[config.mk]
export PLATFORM = sky130hd
export DESIGN_NAME = nibble_serial_addsub
export DESIGN_NICKNAME = d
export VERILOG_FILES = /design/src/rtl/nibble_serial_addsub.sv
export SDC_FILE = /design/constraint.sdc
export NUM_CORES = 1
export LEC_CHECK = 0
export CAP_MARGIN = 20
export CELL_PAD_IN_SITES_DETAIL_PLACEMENT = 0
export CELL_PAD_IN_SITES_GLOBAL_PLACEMENT = 1
export CORE_ASPECT_RATIO = 0.5
export CORE_MARGIN = 2
export CORE_UTILIZATION = 35
export DETAILED_ROUTE_END_ITERATION = 6
export PLACE_DENSITY = 0.83
export SLEW_MARGIN = 20
export SYNTH_ARGS = -nofsm -noshare
export SYNTH_HDL_FRONTEND = slang
export SYNTH_SLANG_ARGS = --single-unit
[constraint.sdc]
create_clock -name i_clk -period 5.38 [get_ports i_clk]
set_clock_uncertainty 0.15 [all_clocks]
set_input_delay 1.076 -clock i_clk [delete_from_list [all_inputs] [get_ports i_clk]]
set_output_delay 1.076 -clock i_clk [all_outputs]
set_load 0.05 [all_outputs]
[src/rtl/nibble_serial_addsub.sv]
`default_nettype none
// ============================================================================
// Module      : nibble_serial_addsub
// Description : Multi-cycle integer adder/subtractor. One 4-bit nibble is
//               processed per clock, LSB nibble first, with the slice carry
//               chained through a carry register. The input and output sides
//               each use a valid/ready handshake.
// Revision    : 1.0 - initial release
// ============================================================================
module nibble_serial_addsub #(
    parameter int WIDTH = 32            // multiple of 4, at least 8
) (
    input  logic             i_clk,
    input  logic             i_reset,
    input  logic             i_valid,
    output logic             o_ready,
    input  logic [WIDTH-1:0] i_a,
    input  logic [WIDTH-1:0] i_b,
    input  logic             i_sub,
    output logic             o_valid,
    input  logic             i_ready,
    output logic [WIDTH-1:0] o_result,
    output logic             o_cout,
    output logic             o_ovf,
    output logic             o_zero,
    output logic             o_busy
);

    localparam int c_nib   = WIDTH / 4;
    localparam int c_cnt_w = (c_nib > 1) ? $clog2(c_nib) : 1;
    localparam logic [c_cnt_w-1:0] c_last = c_cnt_w'(c_nib - 1);

    localparam logic [1:0] c_s_idle = 2'd0;
    localparam logic [1:0] c_s_run  = 2'd1;
    localparam logic [1:0] c_s_done = 2'd2;

    logic [1:0]         r_state;
    logic [WIDTH-1:0]   r_a;        // shifts right one nibble per RUN cycle
    logic [WIDTH-1:0]   r_b;
    logic               r_sub;
    logic               r_carry;
    logic [c_cnt_w-1:0] r_cnt;
    logic [WIDTH-1:0]   r_acc;      // result nibbles shift in from the top
    logic [WIDTH-1:0]   r_result;
    logic               r_cout;
    logic               r_ovf;
    logic               r_zero;

    logic [3:0]         w_a_nib;
    logic [3:0]         w_b_nib;
    logic [4:0]         w_sum;
    logic [3:0]         w_low3;
    logic               w_c_msb;
    logic [WIDTH-1:0]   w_acc_nxt;
    logic               w_last;

    // Nibble slice: B is inverted for subtraction and the carry register
    // supplies the +1 on the first nibble.
    always_comb begin
        w_a_nib   = r_a[3:0];
        w_b_nib   = r_b[3:0] ^ {4{r_sub}};
        w_sum     = {1'b0, w_a_nib} + {1'b0, w_b_nib} + {4'b0000, r_carry};
        // Carry into the nibble's top bit; on the last nibble this is the
        // carry into the operand MSB used for signed overflow.
        w_low3    = {1'b0, w_a_nib[2:0]} + {1'b0, w_b_nib[2:0]} + {3'b000, r_carry};
        w_c_msb   = w_low3[3];
        w_acc_nxt = {w_sum[3:0], r_acc[WIDTH-1:4]};
        w_last    = (r_cnt == c_last);
    end

    // Control FSM and datapath registers; result flags only update on the
    // final nibble so they hold their values outside DONE.
    always_ff @(posedge i_clk) begin
        if (i_reset) begin
            r_state  <= c_s_idle;
            r_a      <= '0;
            r_b      <= '0;
            r_sub    <= 1'b0;
            r_carry  <= 1'b0;
            r_cnt    <= '0;
            r_acc    <= '0;
            r_result <= '0;
            r_cout   <= 1'b0;
            r_ovf    <= 1'b0;
            r_zero   <= 1'b0;
        end else begin
            case (r_state)
                c_s_idle: begin
                    if (i_valid) begin
                        r_a     <= i_a;
                        r_b     <= i_b;
                        r_sub   <= i_sub;
                        r_carry <= i_sub;
                        r_cnt   <= '0;
                        r_state <= c_s_run;
                    end
                end
                c_s_run: begin
                    r_a     <= {4'b0000, r_a[WIDTH-1:4]};
                    r_b     <= {4'b0000, r_b[WIDTH-1:4]};
                    r_acc   <= w_acc_nxt;
                    r_carry <= w_sum[4];
                    r_cnt   <= r_cnt + c_cnt_w'(1);
                    if (w_last) begin
                        r_result <= w_acc_nxt;
                        r_cout   <= w_sum[4] ^ r_sub;
                        r_ovf    <= w_c_msb ^ w_sum[4];
                        r_zero   <= (w_acc_nxt == '0);
                        r_state  <= c_s_done;
                    end
                end
                c_s_done: begin
                    if (i_ready) begin
                        r_state <= c_s_idle;
                    end
                end
                default: r_state <= c_s_idle;
            endcase
        end
    end

    assign o_ready  = (r_state == c_s_idle);
    assign o_valid  = (r_state == c_s_done);
    assign o_busy   = (r_state != c_s_idle);
    assign o_result = r_result;
    assign o_cout   = r_cout;
    assign o_ovf    = r_ovf;
    assign o_zero   = r_zero;

endmodule
`default_nettype wire

==> results of run 1 <==
==> kinds of logic after synthesis <==
kind of cell,after synthesis
XOR/XNOR,5
buffers and inverters,63
AND/OR/NAND/NOR,343
flip-flops,134
adder cells (fa/ha/maj),8
AO/OA/AOI/OAI,139
==> per-stage QoR <==
stage | instance area [µm²] | setup WS, ns | util, % | power, mW | hold slack (ns)
4_1_cts | 7140 | 2.25 | 46.5 | 2.50 | 0.306
3_5_place_dp | 6570 | 1.99 | 42.7 | 1.38 | 0.298
3_3_place_gp | 6570 | 2.07 | 42.7 | 1.37 | 0.295
5_1_grt | 7140 | 2.19 | 46.5 | 2.60 | 0.322
2_1_floorplan | 5490 | 2.64 | - | 1.28 | 0.286
6_report | 7140 | 2.27 | 46.5 | 2.48 | 0.301
==> metal layers <==
metal | vias up | GRT usage, %
li1 | 2499 | -
met2 | 91 | 26.0
met5 | - | 0
met3 | 9 | 3.54
met1 | 2251 | 22.6
met4 | 0 | 4.67
==> final timing paths <==
check / start / depth (start not counted) / slack [ns] / to
max: r_state[1]$_SDFFE_PP0P_ / 2 / 2.27 / o_valid
min: o_result[11]$_SDFFE_PP0P_ / 2 / 0.30 / o_result[11]$_SDFFE_PP0P_
max reg2reg: r_sub$_SDFFE_PP0P_ / 7 / 2.69 / o_zero$_SDFFE_PP0P_
min reg2reg: o_result[11]$_SDFFE_PP0P_ / 2 / 0.30 / o_result[11]$_SDFFE_PP0P_
==> flip-flops by register name (all words and copies together), names as in the netlist <==
| signal | count |
|---|---|
| o_cout | 1 |
| o_ovf | 1 |
| o_result | 32 |
| o_zero | 1 |
| r_a | 32 |
| r_acc | 28 |
| r_b | 32 |
| r_carry | 1 |
| r_cnt | 3 |
| r_state | 2 |
| r_sub | 1 |
==> layout by cell type (no fill, tap or decap), drive strengths merged, types with 2 or more instances in the layout <==
cell,n
clkinv,7
xor2,3
nor3,2
nor2,68
nand4,2
fa,2
a211oi,4
nand3,12
o21a,2
nor4,6
nand2b,3
o21ai,2
bufinv,2
buf,8
dfxtp,134
ha,6
nor3b,3
a311oi,57
a21oi,69
inv,6
clkbuf,19
xnor2,2
clkinvlp,2
clkdlybuf4s50,105
nor2b,4
nand2,236
==> layout make-up <==
type / count / area (µm²)
fill: 1547 / 8230
multi-input combinational: 495 / 2500
inverter: 5 / 18.8
tap: 204 / 255
timing repair buffer: 113 / 1110
sequential: 134 / 2680
clock inverter: 12 / 130
clock buffer: 19 / 443
==> where the power goes <==
group / leakage (nW) / total [mW] / switching, mW / internal (mW)
combinational: 1.19 / 0.275 / 0.156 / 0.119
sequential: 1.09 / 1.08 / 0.0341 / 1.05
clock: 0.279 / 1.13 / 0.433 / 0.692
total: 2.56 / 2.48 / 0.624 / 1.86
==> tightest hold or removal path, cell delays in order, from the launching register on <==
cell and delay (ns):
dfxtp_1 0.31, nand2_1 0.05, a21oi_1 0.05
==> summary.md, run 1 <==
| Metric | Value |
|---|---|
| Result of the run | complete, no violations |
| Global-route congestion overflow total | 0 |
| Syn Std Cell Area | 5490 µm² |
| Number of placement rows | 32 |
| Number of storage elements in the synthesis netlist | 134 |
| Boundary Pins | 107 |
| Placer congestion estimate | 0.816 |
| Areal power density over the cells | 347 nW/µm² |
| Total global-route track usage | 16.4% |
| Uppermost layer routed | met4 |
| Most frequent cells after synthesis | 236 x nand2_1, 134 x dfxtp_1, 69 x a21oi_1, 68 x nor2_1, 57 x a311oi_1 |
| Unrepaired setup endpoints after global routing | no |
| Die area | 16800 µm² |
| Normalized max-slew margin | 29.6% |
| CTS root buf | clkbuf_16 |
| Ordered cell list for the critical path | nor2b_1 > clkdlybuf4s50_1 |
| Worst Hold Class | flop to flop |
| Synth Net Count | 769 |
| Clock latency on the worst-skew pair | 0.41 ns |
| Number of antenna violations at the first check in global routing | 0 |
| Final Critical Period | 3.11 ns |
| Count of placed standard cells in the final layout, fillers left out | 982 |
| Number of warnings printed during yosys synthesis | 0 |
| Share of synthesized area spent on multiplexers | 0% |
| Number of placed instances with taps included | 951 |
| Ant diodes | 0 |
| Max stage delay cell, worst path | clkdlybuf4s50_1 |
| Worst path bufs/invs | 1 |
| First-pass GRT wire length | 22400 µm |
| Critical-path maximum fanout | 5 |
| Number of sinks driven by the clock tree | 134 |
| HPWL after detailed placement | 8740 µm |
| Data required time at the worst endpoint | 4.15 ns |
| Max IR drop VDD | 0.000201 V |
| Number of search-and-repair iterations in the first detailed-routing pass | 4 |
| Compound-Gate Fraction of Synth Area | 17.1% |
| Count of port buffers added during placement | 106 |
| Worst setup path category | flop to primary output |
| Die outline height | 92.5 µm |
| Maximum Capacitance Violations | 0 |
| Largest stage delay on the critical path | 0.82 ns |
| Commonest register cell after synthesis | dfxtp_1 |
| Count of final max-slew check failures | 0 |
| Largest family of logic cells by synthesized area | simple AND/OR/NAND/NOR gates |
| Crit path capture type | primary output |
| Mean instance size in the synthesized netlist | 7.93 µm² |
| CTS max path bufs | 2 |
| Yosys top cell area share | 48.9% |
| Fraction of the mapped netlist area in simple logic gates | 25.3% |
| Count of antenna-violating nets left after detailed routing | 0 |
| Net count reported at finish | 843 |
| Post-synth EDFFs | 0 |
| Gate count after technology mapping | 692 |
| Met1 wire length | 6640 µm |
| Number of global-route vias before repair | 4483 |
| Category of the worst setup path launch point | flop |
| Period Utilization, post-route | 57.9% |
| Detailed-route wire length per cell | 13.7 µm |
| Top cells by area in the synthesized netlist | dfxtp_1 49%, nand2_1 16%, a311oi_1 9.1% |
| Parity-gate share of the synthesized area counting xor and xnor cells | 0.798% |
| Number of gates resized after cts | 0 |
| Overall via count from detail_route | 4850 |
| Met3 routed WL | 478 µm |
| Max Freq | 0.321 GHz |
| P&R area growth vs syn | 30.2% |
| TritonCTS clock tree | done |
| Initial drt markers | 309 |
| Sequential fraction of the synthesis area | 48.9% |
| Average via count per standard cell | 4.94 |
| Fraction of synthesis flops using an asynchronous set or reset pin | 0% |
| Clock-pin transition on the worst setup and hold timing paths | 0.06 ns |
| Biggest area consumer among synthesized cells | dfxtp_1 |
| # Post-CTS Setup Buffers | 0 |
| Kind of cell adding the most delay to the critical path | buffers and inverters |
| WL final | 13500 µm |
| Maximum level of the CTS H-tree | 4 |
| Share of cells above drive strength 1 | 5.66% |
| Cell with the most instances after synthesis | nand2_1 |
| Transition time at the pin with the least slew margin | 1.06 ns |
| Clock buffer count from CTS | 17 |
| Synth Area in Adders | 2.10% |
| Effective utilization at floorplan | 35.7% |
| LEAKAGE | 2.56 nW |
| Number of distinct library cells after synthesis | 38 |
| Largest net degree at the start of global routing | 101 |
| Crit path DAT | 1.89 ns |
| Met2 wire len | 6220 µm |
| Final count of hold timing violations | 0 |
| Hold bufs inserted after CTS | 0 |
| Area inside the core boundary | 15400 µm² |
| Final routed DRC violation total | 0 |
| Post-Route Setup TNS | 0 ns |
| Width of the chip | 181 µm |
| Final setup violating endpoints | 0 |
Note: power is estimated with default switching activity, not from simulation.
==> run 2, diff against run 1 <==
- CORE_UTILIZATION: 35 -> 34
- PLACE_DENSITY: 0.83 -> 0.84
- clock period: 5.38 -> 2.8 ns (I/O delays scaled with it)
==> summary.md, run 2 (same netlist as run 1, synthesis figures left out) <==
| Metric | Value |
|---|---|
| Result of the run | complete, no violations |
| Net count reported at finish | 849 (+0.71%) |
| Number of placed instances with taps included | 957 (+0.63%) |
| Ant diodes | 0 (unchanged) |
| Average via count per standard cell | 4.98 (+0.79%) |
| Critical Path Start | r_state[1]$_SDFFE_PP0P_ |
| Most frequent cells in the layout | 235 x nand2_1, 134 x dfxtp_1, 105 x clkdlybuf4s50_1 |
| Number of antenna violations at the first check in global routing | 0 (unchanged) |
| Area inside the core boundary | 15600 µm² (+1.3%) |
| Maximum level of the CTS H-tree | 4 (unchanged) |
| CTS root buf | clkbuf_16 |
| Max Freq | 0.385 GHz |
| Post-Route Setup TNS | 0 ns (unchanged) |
| Number of global-route vias before repair | 4535 (+1.2%) |
| Crit path DAT | 1.89 ns (about the same) |
| Die area | 17200 µm² (+2.8%) |
| Overall via count from detail_route | 4918 (+1.4%) |
| Share of cells above drive strength 1 | 6.51% (+0.85 points) |
| Critical-path maximum fanout | 5 (unchanged) |
| Number of gates resized after cts | 0 (unchanged) |
| Met1 layer usage reported by global route | 21.6% (-1.0 points) |
| Placer congestion estimate | 0.766 (-6.1%) |
| Hold Path Cell Cnt | 2 (unchanged) |
| TritonCTS clock tree | done |
| Areal power density over the cells | 688 nW/µm² (+98%) |
| Final count of hold timing violations | 0 (unchanged) |
| Worst Hold Class | flop to flop |
| Reg-to-reg setup timing slack | 0.25 ns (-2.44 ns) |
| Boundary Pins | 107 (unchanged) |
| Width of the chip | 184 µm (+1.4%) |
| Layer with the highest usage after global routing | met2 |
| End of the critical path | o_valid |
| Unrepaired setup endpoints after global routing | no |
| Normalized max-slew margin | 62.9% (+33 points) |
| P&R area growth vs syn | 32.8% |
| Number of search-and-repair iterations in the first detailed-routing pass | 7 (+3) |
| GR met2 Demand/Resource | 26.1% (+0.17 points) |
| Worst reg2reg path startpoint | r_sub$_SDFFE_PP0P_ |
| Detailed-route wire length per cell | 13.7 µm (+0.26%) |
| Count of placed standard cells in the final layout, fillers left out | 988 (+0.61%) |
| Period Utilization, post-route | 92.8% |
| Transition time at the pin with the least slew margin | 0.557 ns (-0.499 ns) |
| Global Route met3 Usage | 4.07% (+0.53 points) |
| Count of port buffers added during placement | 106 (unchanged) |
| Number of placement rows | 32 (unchanged) |
| Worst setup path category | flop to primary output |
| Final Critical Period | 2.60 ns |
| Clock latency on the worst-skew pair | 0.41 ns (about the same) |
| Count of final max-slew check failures | 0 (unchanged) |
| R2R depth | 7 (unchanged) |
| Clock-pin transition on the worst setup and hold timing paths | 0.05 ns (about the same) |
| First-pass GRT wire length | 22300 µm (-0.37%) |
| Data required time at the worst endpoint | 2.09 ns (-2.06 ns) |
| Crit path capture type | primary output |
| Most common library cell in the layout ignoring fill and taps | nand2_1 |
| Final routed DRC violation total | 0 (unchanged) |
| Maximum Capacitance Violations | 0 (unchanged) |
| Number of sinks driven by the clock tree | 134 (unchanged) |
| Max IR drop VDD | 0.000571 V (+180%) |
| LEAKAGE | 2.63 nW (+2.5%) |
| Count of antenna-violating nets left after detailed routing | 0 (unchanged) |
| Total global-route track usage | 16.1% (-0.26 points) |
| WL final | 13600 µm (+0.88%) |
| Effective utilization at floorplan | 35.2% (-0.46 points) |
| # Post-CTS Setup Buffers | 0 (unchanged) |
| Hold bufs inserted after CTS | 0 (unchanged) |
| HPWL after detailed placement | 8940 µm (+2.4%) |
| Global-route congestion overflow total | 0 (unchanged) |
| Die outline height | 93.8 µm (+1.4%) |
| Clock buffer count from CTS | 17 (unchanged) |
| Initial drt markers | 235 (-24%) |
| Final setup violating endpoints | 0 (unchanged) |
| Reg-to-reg endpoint | o_zero$_SDFFE_PP0P_ |
| CTS max path bufs | 2 (unchanged) |
| Category of the worst setup path launch point | flop |
| Number of filler instances in the final layout | 1542 (-0.32%) |
| Largest net degree at the start of global routing | 86 (-15%) |
## run 2: changes by cell type in the layout (fill, tap and decap cells not counted)
cell        previous run  this run
buf_12                 0         3
buf_4                  8        11
bufinv_16              2         5
clkinv_4               3         1
clkinvlp_4             2         4
clkbuf_1               1         0
clkbuf_8               1         0
inv_6                  1         0
## run 2: worst max-delay path: stages (launching register included)
cell and delay [ns]:
dfxtp_1 0.47, nor2b_1 0.20, clkdlybuf4s50_1 0.82
## run 2: area by class of cell
cell class	count	area [µm²]	area share, %
multi-input cells	495	2500	34.3
clock buffers	17	425	5.84
repair buffers	119	1190	16.4
clock inverters	14	209	2.87
flip-flops and latches	134	2680	36.8
well taps	204	255	3.50
inverters	5	18.8	0.258
## run 2: layer usage
| layer | wire, µm | vias up |
|---|---|---|
| met5 | 0 | - |
| met3 | 501 | 9 |
| met1 | 6730 | 2307 |
| li1 | - | 2514 |
| met2 | 6260 | 88 |
| met4 | 82 | 0 |
## run 2: worst min-delay path by stage
stage / from / endpoint / slack, ns
6_report: o_result[22]$_SDFFE_PP0P_ / o_result[22]$_SDFFE_PP0P_ / 0.30
5_1_grt: o_result[24]$_SDFFE_PP0P_ / o_result[24]$_SDFFE_PP0P_ / 0.31
4_1_cts: o_result[4]$_SDFFE_PP0P_ / o_result[4]$_SDFFE_PP0P_ / 0.31
3_5_place_dp: o_result[30]$_SDFFE_PP0P_ / o_result[30]$_SDFFE_PP0P_ / 0.30
3_3_place_gp: o_result[24]$_SDFFE_PP0P_ / o_result[24]$_SDFFE_PP0P_ / 0.29
2_1_floorplan: r_acc[5]$_SDFFE_PP0P_ / r_acc[5]$_SDFFE_PP0P_ / 0.29
## run 2: metrics by stage
step                instance area, µm²  total power [mW]  utilization [%]  hold WS, ns  worst slack (ns)
floorplan                         5490              2.45                -        0.286             0.404
global placement                  6650              2.64             42.7        0.294             0.401
detailed placement                6650              2.65             42.7        0.300             0.290
CTS                               7290              5.05             46.8        0.308             0.167
global route                      7290              5.23             46.8        0.315             0.100
finish                            7290              5.02             46.8        0.305             0.202
## run 2: power breakdown
group          switching, mW  leakage (nW)  internal, mW
clock network          0.835         0.301          1.57
registers             0.0678          1.09          2.01
logic                  0.296          1.23         0.239
total                   1.20          2.63          3.82
